File: config.mk
export PLATFORM = sky130hd
export DESIGN_NAME = adaptive_threshold_sequencer_flat
export DESIGN_NICKNAME = d
export VERILOG_FILES = /design/src/rtl/adaptive_threshold_sequencer_pkg.sv /design/src/rtl/adaptive_threshold_sequencer_if.sv /design/src/rtl/adaptive_threshold_sequencer_middle_ram_read_arbiter.sv /design/src/rtl/adaptive_threshold_sequencer.sv /design/src/flat_wrapper.sv
export SDC_FILE = /design/constraint.sdc
export NUM_CORES = 1
export LEC_CHECK = 0
export BUFFER_PORTS_ARGS = -buffer_cell sky130_fd_sc_hd__buf_2
export CAP_MARGIN = 20
export CORE_AREA = 2 2 53 55
export CTS_CLUSTER_SIZE = 16
export DETAILED_ROUTE_END_ITERATION = 16
export DIE_AREA = 0 0 55 57
export GPL_ROUTABILITY_DRIVEN = 0
export GPL_TIMING_DRIVEN = 0
export PLACE_DENSITY_LB_ADDON = 0.25
export SKIP_LAST_GASP = 1
export SYNTH_ARGS = -nofsm -noshare
export SYNTH_HDL_FRONTEND = slang
export SYNTH_HIERARCHICAL = 1
export SYNTH_SLANG_ARGS = --single-unit
File: constraint.sdc
create_clock -name clock -period 2.3 [get_ports clock]
set_clock_uncertainty 0.15 [all_clocks]
set_input_delay 0.69 -clock clock [delete_from_list [all_inputs] [get_ports clock]]
set_output_delay 0.69 -clock clock [all_outputs]
set_load 0.01 [all_outputs]
File: src/rtl/adaptive_threshold_sequencer_pkg.sv
// Shared types and defaults for the adaptive threshold sequencer.
// ADAPTIVE_SEQ_WATCHDOG_EN adds the ERROR state to the encoding.
package adaptive_threshold_pkg;

    localparam int DATA_BITS           = 8;
    localparam int DEFAULT_WIDTH_BITS  = 8;
    localparam int DEFAULT_HEIGHT_BITS = 8;

`ifdef ADAPTIVE_SEQ_WATCHDOG_EN
    typedef enum logic [2:0] {
        IDLE    = 3'd0,
        BOX_RUN = 3'd1,
        THR_RUN = 3'd2,
        DONE    = 3'd3,
        ERROR   = 3'd4
    } seqState_t;
`else
    typedef enum logic [1:0] {
        IDLE    = 2'd0,
        BOX_RUN = 2'd1,
        THR_RUN = 2'd2,
        DONE    = 2'd3
    } seqState_t;
`endif

endpackage

File: src/rtl/adaptive_threshold_sequencer_if.sv
// Host read port of the sequencer; signal names are from the sequencer's side.
interface adaptive_threshold_sequencer_if #(
    parameter int WIDTH_BITS  = adaptive_threshold_pkg::DEFAULT_WIDTH_BITS,
    parameter int HEIGHT_BITS = adaptive_threshold_pkg::DEFAULT_HEIGHT_BITS
);
    import adaptive_threshold_pkg::*;

    logic                   iHostRdReq;
    logic [WIDTH_BITS-1:0]  iHostRdcol;
    logic [HEIGHT_BITS-1:0] iHostRdrow;
    logic                   oHostRdGrant;
    logic                   oHostRdValid;
    logic [DATA_BITS-1:0]   oHostRdData;

    modport master (
        output iHostRdReq, iHostRdcol, iHostRdrow,
        input  oHostRdGrant, oHostRdValid, oHostRdData
    );

    modport slave (
        input  iHostRdReq, iHostRdcol, iHostRdrow,
        output oHostRdGrant, oHostRdValid, oHostRdData
    );

endinterface

File: src/rtl/adaptive_threshold_sequencer_middle_ram_read_arbiter.sv
// Middle-RAM read port mux: threshold stage owns the port during THR_RUN,
// otherwise the host is granted combinationally and gets data one cycle later.
module middle_ram_read_arbiter
    import adaptive_threshold_pkg::*;
#(
    parameter int WIDTH_BITS  = DEFAULT_WIDTH_BITS,
    parameter int HEIGHT_BITS = DEFAULT_HEIGHT_BITS
) (
    input  logic                   clock,
    input  logic                   reset,
    input  logic                   thrPhase,
    input  logic [WIDTH_BITS-1:0]  thrCol,
    input  logic [HEIGHT_BITS-1:0] thrRow,
    input  logic                   hostReq,
    input  logic [WIDTH_BITS-1:0]  hostCol,
    input  logic [HEIGHT_BITS-1:0] hostRow,
    output logic                   hostGrant,
    output logic                   hostValid,
    output logic [DATA_BITS-1:0]   hostData,
    output logic [WIDTH_BITS-1:0]  ramCol,
    output logic [HEIGHT_BITS-1:0] ramRow,
    input  logic [DATA_BITS-1:0]   ramData
);

    logic validQ;

    assign hostGrant = hostReq && !thrPhase;
    assign ramCol    = thrPhase ? thrCol : hostCol;
    assign ramRow    = thrPhase ? thrRow : hostRow;

    // Valid tracks the grant regardless of the next phase, so a grant on the
    // last pre-threshold cycle still returns its data.
    always_ff @(posedge clock) begin
        if (reset) begin
            validQ <= 1'b0;
        end else begin
            validQ <= hostGrant;
        end
    end

    assign hostValid = validQ;
    assign hostData  = validQ ? ramData : '0;

endmodule

File: src/rtl/adaptive_threshold_sequencer.sv
// Sequences box filter then threshold stage and arbitrates the middle-RAM read port.
// Optional per-phase watchdog with ERROR state: define ADAPTIVE_SEQ_WATCHDOG_EN.
//
// state   | meaning
// IDLE    | waiting for iStart, box filter held in reset
// BOX_RUN | box filter running, waiting for iBoxFinished
// THR_RUN | threshold stage owns the RAM port, waiting for iThrFinished
// DONE    | pass complete, iStart begins a new pass
// ERROR   | phase watchdog expired (watchdog build only), iStart retries
module adaptive_threshold_sequencer
    import adaptive_threshold_pkg::*;
#(
    parameter int WIDTH_BITS     = DEFAULT_WIDTH_BITS,
    parameter int HEIGHT_BITS    = DEFAULT_HEIGHT_BITS,
    parameter int TIMEOUT_CYCLES = 262144
) (
    input  logic                   clock,
    input  logic                   reset,
    input  logic                   iStart,
    output logic                   oBusy,
    output logic                   oDone,
    output logic                   oBoxNotReset,
    input  logic                   iBoxFinished,
    output logic                   oThrStart,
    input  logic                   iThrFinished,
    input  logic [WIDTH_BITS-1:0]  iThrRdcol,
    input  logic [HEIGHT_BITS-1:0] iThrRdrow,
    adaptive_threshold_sequencer_if.slave hostRd,
    output logic [WIDTH_BITS-1:0]  oRamRdcol,
    output logic [HEIGHT_BITS-1:0] oRamRdrow,
    input  logic [DATA_BITS-1:0]   iRamRddata
);

    seqState_t state;
    seqState_t stateNext;
    logic      firstCycle;
    logic      boxNotResetQ;
    logic      phaseTimeout;

    always_ff @(posedge clock) begin
        if (reset) begin
            state        <= IDLE;
            firstCycle   <= 1'b0;
            boxNotResetQ <= 1'b0;
        end else begin
            state        <= stateNext;
            firstCycle   <= (stateNext != state);
            boxNotResetQ <= (stateNext == BOX_RUN);
        end
    end

    always_comb begin
        stateNext = state;
        case (state)
            IDLE, DONE: begin
                if (iStart) stateNext = BOX_RUN;
            end
            BOX_RUN: begin
                // The finished flag may be stale from the previous pass on entry.
                if (iBoxFinished && !firstCycle) stateNext = THR_RUN;
`ifdef ADAPTIVE_SEQ_WATCHDOG_EN
                else if (phaseTimeout) stateNext = ERROR;
`endif
            end
            THR_RUN: begin
                if (iThrFinished) stateNext = DONE;
`ifdef ADAPTIVE_SEQ_WATCHDOG_EN
                else if (phaseTimeout) stateNext = ERROR;
`endif
            end
`ifdef ADAPTIVE_SEQ_WATCHDOG_EN
            ERROR: begin
                if (iStart) stateNext = BOX_RUN;
            end
`endif
            default: stateNext = IDLE;
        endcase
    end

    assign oBusy        = (state == BOX_RUN) || (state == THR_RUN);
    assign oDone        = (state == DONE);
    assign oThrStart    = (state == THR_RUN) && firstCycle;
    assign oBoxNotReset = boxNotResetQ;

`ifdef ADAPTIVE_SEQ_WATCHDOG_EN
    localparam int COUNT_BITS = $clog2(TIMEOUT_CYCLES + 1);
    localparam logic [COUNT_BITS-1:0] LAST_COUNT = COUNT_BITS'(TIMEOUT_CYCLES - 1);

    logic [COUNT_BITS-1:0] phaseCount;

    always_ff @(posedge clock) begin
        if (reset) begin
            phaseCount <= '0;
        end else if (stateNext != state) begin
            phaseCount <= '0;
        end else if (oBusy) begin
            phaseCount <= phaseCount + 1'b1;
        end
    end

    assign phaseTimeout = oBusy && (phaseCount == LAST_COUNT);
`else
    assign phaseTimeout = 1'b0;
`endif

    middle_ram_read_arbiter #(
        .WIDTH_BITS  (WIDTH_BITS),
        .HEIGHT_BITS (HEIGHT_BITS)
    ) uArbiter (
        .clock     (clock),
        .reset     (reset),
        .thrPhase  (state == THR_RUN),
        .thrCol    (iThrRdcol),
        .thrRow    (iThrRdrow),
        .hostReq   (hostRd.iHostRdReq),
        .hostCol   (hostRd.iHostRdcol),
        .hostRow   (hostRd.iHostRdrow),
        .hostGrant (hostRd.oHostRdGrant),
        .hostValid (hostRd.oHostRdValid),
        .hostData  (hostRd.oHostRdData),
        .ramCol    (oRamRdcol),
        .ramRow    (oRamRdrow),
        .ramData   (iRamRddata)
    );

endmodule

File: src/flat_wrapper.sv
// flat-port wrapper written by rule: the top's interface ports become plain ports
module adaptive_threshold_sequencer_flat import adaptive_threshold_pkg::*;
#(
    parameter int WIDTH_BITS     = DEFAULT_WIDTH_BITS,
    parameter int HEIGHT_BITS    = DEFAULT_HEIGHT_BITS,
    parameter int TIMEOUT_CYCLES = 262144
)
  (clock, reset, iStart, oBusy, oDone, oBoxNotReset, iBoxFinished, oThrStart, iThrFinished, iThrRdcol, iThrRdrow, oRamRdcol, oRamRdrow, iRamRddata, hostRd_iHostRdReq, hostRd_iHostRdcol, hostRd_iHostRdrow, hostRd_oHostRdGrant, hostRd_oHostRdValid, hostRd_oHostRdData);
  adaptive_threshold_sequencer_if #(.WIDTH_BITS(WIDTH_BITS), .HEIGHT_BITS(HEIGHT_BITS)) hostRd_i ();
  input  logic clock;
  input  logic reset;
  input  logic iStart;
  output logic oBusy;
  output logic oDone;
  output logic oBoxNotReset;
  input  logic iBoxFinished;
  output logic oThrStart;
  input  logic iThrFinished;
  input  logic [WIDTH_BITS-1:0] iThrRdcol;
  input  logic [HEIGHT_BITS-1:0] iThrRdrow;
  output logic [WIDTH_BITS-1:0] oRamRdcol;
  output logic [HEIGHT_BITS-1:0] oRamRdrow;
  input  logic [DATA_BITS-1:0] iRamRddata;
  input wire logic [$bits(hostRd_i.iHostRdReq)-1:0] hostRd_iHostRdReq;
  input wire logic [$bits(hostRd_i.iHostRdcol)-1:0] hostRd_iHostRdcol;
  input wire logic [$bits(hostRd_i.iHostRdrow)-1:0] hostRd_iHostRdrow;
  output wire logic [$bits(hostRd_i.oHostRdGrant)-1:0] hostRd_oHostRdGrant;
  output wire logic [$bits(hostRd_i.oHostRdValid)-1:0] hostRd_oHostRdValid;
  output wire logic [$bits(hostRd_i.oHostRdData)-1:0] hostRd_oHostRdData;
  assign hostRd_i.iHostRdReq = hostRd_iHostRdReq;
  assign hostRd_i.iHostRdcol = hostRd_iHostRdcol;
  assign hostRd_i.iHostRdrow = hostRd_iHostRdrow;
  assign hostRd_oHostRdGrant = hostRd_i.oHostRdGrant;
  assign hostRd_oHostRdValid = hostRd_i.oHostRdValid;
  assign hostRd_oHostRdData = hostRd_i.oHostRdData;
  adaptive_threshold_sequencer #(.WIDTH_BITS(WIDTH_BITS), .HEIGHT_BITS(HEIGHT_BITS), .TIMEOUT_CYCLES(TIMEOUT_CYCLES)) u_core (.clock(clock), .reset(reset), .iStart(iStart), .oBusy(oBusy), .oDone(oDone), .oBoxNotReset(oBoxNotReset), .iBoxFinished(iBoxFinished), .oThrStart(oThrStart), .iThrFinished(iThrFinished), .iThrRdcol(iThrRdcol), .iThrRdrow(iThrRdrow), .hostRd(hostRd_i), .oRamRdcol(oRamRdcol), .oRamRdrow(oRamRdrow), .iRamRddata(iRamRddata));
endmodule
### After elaboration in Yosys (flattened, before gate mapping)

Index checks and enable logic that the tools add are counted.

* output and inout bits: 30
* register bits after elaboration: 5
* logic and storage cells: 24
* bits of input ports: 46

* reduce and logical (&&, ||, !) cells: 8
* muxes and demuxes: 7
* equality and inequality tests: 5

Operator list (count)
* $mux W8: 3
* $mux W2: 3
* $pmux W2 S3: 1
* $eq A2 B1 Y1 const B: 2
* $eq A2 B2 Y1 const B: 2
* $logic_and A1 B1 Y1: 3
* $logic_not A1 Y1: 2
* $logic_not A2 Y1: 1
* $ne A2 B2 Y1: 1
* $reduce_or A2 Y1: 1
* $logic_or A1 B1 Y1: 1

### Longest topological paths before layout

* word-level depth: 5
* depth in mapped cells: 6
* gate-level depth less buffers: 6

### Modules after synthesis

Netlist, hierarchy kept.

Modules (own cells, without submodules)
* middle_ram_read_arbiter: times used 1, cells each 29, area each 327.8 µm²
* adaptive_threshold_sequencer: times used 1, cells each 33, area each 282.8 µm²

### Worst setup path after synthesis

OpenSTA, ideal clock, no wires.

* path type: register to output
* start point: register u_core.state[0]
* end point: output port oRamRdcol[6]
* path buffers: 2
* cell stages (with the launch flop): 6
* arrival time: 1.314 ns
* data required time: 1.460 ns
* slack: 0.146 ns
* cell sequence: dfxtp_1 > inv_1 > ha_1 > buf_6 > buf_12 > mux2_4

* word-level cells in the longest chain between the ends: 2

Ends and longest elaborated chain
* start: declaration: line adaptive_threshold_sequencer.sv:34 `seqState_t state;`
* start signal: assignment: line adaptive_threshold_sequencer.sv:46 `state <= stateNext;`
* $eq A2 B2 Y1: line adaptive_threshold_sequencer.sv:112 `.thrPhase (state == THR_RUN),`
* $mux W8: line adaptive_threshold_sequencer_middle_ram_read_arbiter.sv:28 `assign ramCol = thrPhase ? thrCol : hostCol;`
* end: declaration: line flat_wrapper.sv:21 `output logic [WIDTH_BITS-1:0] oRamRdcol;`

No other way between the ends.

### Worst setup path in the final report

* start point: register u_core.state[0]
* end point: output port oRamRdrow[2]

* word-level cells in the longest chain between the ends: 2

Ends and longest elaborated chain
* $eq A2 B2 Y1: line adaptive_threshold_sequencer.sv:112
* $mux W8: line adaptive_threshold_sequencer_middle_ram_read_arbiter.sv:29 `assign ramRow = thrPhase ? thrRow : hostRow;`
* end: declaration: line flat_wrapper.sv:22 `output logic [HEIGHT_BITS-1:0] oRamRdrow;`

No other way between the ends.

==> impl_results.md <==
* Netlist cell types at 24
* Fin. Hold Viols at 0
* Worst-Skew Late Latency at 0.24 ns
* Post-Syn Nets at 112
* Fill cells at 282
* Number of synthesized flops with an enable pin at 0
* Share of Yosys cell area claimed by the top area cell type at between 10% and 20%
* Final Setup Violations at 8
* Max Freq at 427 MHz
* MaxCap Viol Count at 0
* Fin. max-slew vios at 0
* Antenna-violating nets left at 0
* Setup WS post-layout at -0.0444 ns
* DIE AREA at 3140 um^2
* Largest net degree at the start of global routing at 11
* First-pass GRT wire length at 2690 um
* Final Instance Count excl. Fillers at about 180
* CTS tree: done
* Die Y at ~57 um
* Largest cells by area after synthesis: mux2_4, dfxtp_1, mux2_2
* Synth-to-Final Area Change at 93.2%
* Outcome: finished with violations
* Worst VDD drop at between 0.3 and 0.4 mV
* Die X at 55 um
* Startpoint types: flop
* GRT Util Overall at 11.7%
* Switch Pwr at between 200 and 300 uW
* Pleak at 0.625 nW
* Dpl hpwl at around 1500 um
* Critical path arrival at 1.50 ns
* Top-count cell post-synth: and2_1
* Drt wl/cell at 10.8 um
* Ys flop type: dfxtp_1
* Minimum clock period at 2.34 ns
* Clk sinks at 5
* Yosys reg bits at 5
* Clk pwr share at 13.5%
* Number of antenna violations at the first check in global routing at 0
* Synthesized area per cell at between 9 and 10 um^2
* Vias/cell at 4.42
* Initial core utilization at 23.3%
* Failing checks: negative setup slack
* CTS clk-pin slew, worst paths at 0.05 ns
* Final core occ at a little under half
* Clock tree buffer depth at 2
* Vias post-DR at just under 800
* Final nets at approximately 200
* Register area share after synthesis at roughly 16%
* Synth area leader: mux2_4
* Max Fanout on Critical Path at 6
* Num rows at 19
* CTS Buf Count at 3
* Port Buffers at 75
* Int Pwr at 466 uW
* Ys Warns at 6
* Number of global-route vias before repair at 706
* Tightest Hold Check Type: flop to flop
* H-tree depth at 1
* Synthesized cell area at 611 um^2
* DRT iter0 DRCs at 0
* Slew @ Worst Pin at between 0.2 and 0.25 ns
* Max-slew headroom at 85.7%
* Share of layout cells above drive strength 1 at 75.3%
* CP endpoint kind: output pin
* Combinational Power Share at approximately two thirds
* Detailed-route DRC error count at 0
* Final WL at 1900 um
* RSZ-0062 raised after global routing: yes
* Reg power frac at 19.9%
* FFs w/ async S/R, synth at 0%
* Inst Count DP at 168
* Synth top cells by count: and2_1, mux2_2, mux2_4, dfxtp_1, inv_1
* ANT cells at 0
* Clock tree root buffer cell: clkbuf_4
* WS Path Type: flop to output pin
* Core ar. at approximately 2600 um^2
* Required @ worst endpoint at approximately 1.5 ns
* Final worst-path cycle share at 102%
* Switching share of total power at 38.2%
* Io pins at 76
* Post-Synthesis Cells at 62
* PD cells at around 640 nW/um^2
* Grt ovf at 0
* Pre-CTS setup slack at -0.0957 ns
* 1st-pass router iterations at 1
==> routing by layer <==
metal	part of all wire (%)	GRT usage (%)	vias to the layer above
met1	31	11.4	351
met5	0	0	-
met4	0.84	5.23	0
met2	57	21.8	43
li1	-	-	387
met3	10	3.14	2
==> registers in the layout (all words and copies together) (netlist names) <==
name / flops
u_core/oBoxNotReset: 1
u_core/uArbiter/hostValid: 1
u_core/state: 2
u_core/firstCycle: 1
==> worst paths after layout <==
path | from | endpoint | slack, ns | depth (start not counted)
worst min-delay path | u_core/state[1]$_SDFF_PP0_ | u_core/firstCycle$_SDFF_PP0_ | 0.45 | 2
worst min register to register | u_core/state[1]$_SDFF_PP0_ | u_core/firstCycle$_SDFF_PP0_ | 0.45 | 2
worst max register to register | u_core/state[0]$_SDFF_PP0_ | u_core/firstCycle$_SDFF_PP0_ | 0.58 | 5
worst max-delay path | u_core/state[0]$_SDFF_PP0_ | oRamRdrow[2] | -0.04 | 6
==> final cells by class <==
class | instances | area (um^2) | area share (%)
buffer | 2 | 35.0 | 2.97
multi-input combinational | 50 | 473 | 40.1
inverter | 5 | 21.3 | 1.80
tap | 31 | 38.8 | 3.29
timing repair buffer | 80 | 478 | 40.5
sequential | 5 | 108 | 9.12
clock buffer | 4 | 26.3 | 2.23
==> layout by cell type (no fill, tap or decap), types with 3 or more instances in the layout <==
cell / synthesis / routed
buf_4: 0 / 3
clkbuf_4: 0 / 3
inv_1: 5 / 4
and2_1: 9 / 9
ha_1: 4 / 3
mux2_2: 8 / 8
buf_2: 0 / 68
mux2_4: 8 / 8
dfxtp_1: 5 / 3
buf_6: 1 / 8
a21oi_1: 3 / 3
==> per-stage QoR <==
stage               power (mW)  hold WS, ns  area (um^2)  setup TNS [ns]
CTS                      0.711        0.458         1090          -0.542
finish                   0.755        0.453         1180          -0.265
detailed placement       0.566        0.427         1020          -0.744
global placement         0.556        0.430         1020          -0.640
global route             0.821        0.477         1180          -0.688
floorplan                0.427        0.373          611               0
==> critical path: stages (launching register included) <==
cell and delay [ns]:
dfxtp_4 0.36, inv_4 0.04, ha_4 0.16, buf_8 0.13, clkbuf_16 0.15, mux2_4 0.29
buf_6 0.12
==> power by group through the flow <==
stage / logic, mW / clock network (mW) / registers (mW)
after global routing: 0.554 / 0.112 / 0.156
final: 0.503 / 0.102 / 0.150
after CTS: 0.457 / 0.107 / 0.147
after detailed placement: 0.416 / 0 / 0.150
after floorplan: 0.278 / 0 / 0.148
after global placement: 0.406 / 0 / 0.149
==> repair_timing <==
action                     CTS  global route
gates resized for setup      6            11
hold buffers                 0             0
setup endpoints to repair   17            14
setup buffers                2             1
pin swaps                    0             1
gates cloned                 1             1
==> cell families (layout without fill, tap and decap cells) <==
kind of cell | Yosys count | after routing | share of synthesized area, %
AO/OA/AOI/OAI | 9 | 9 | 10.7
adder cells (fa/ha/maj) | 4 | 4 | 8.20
buffers and inverters | 7 | 91 | 8.20
flip-flops | 5 | 5 | 16.4
multiplexers | 16 | 16 | 34.4
AND/OR/NAND/NOR | 21 | 21 | 22.1
No activity file was read; power rests on OpenSTA's default activity.
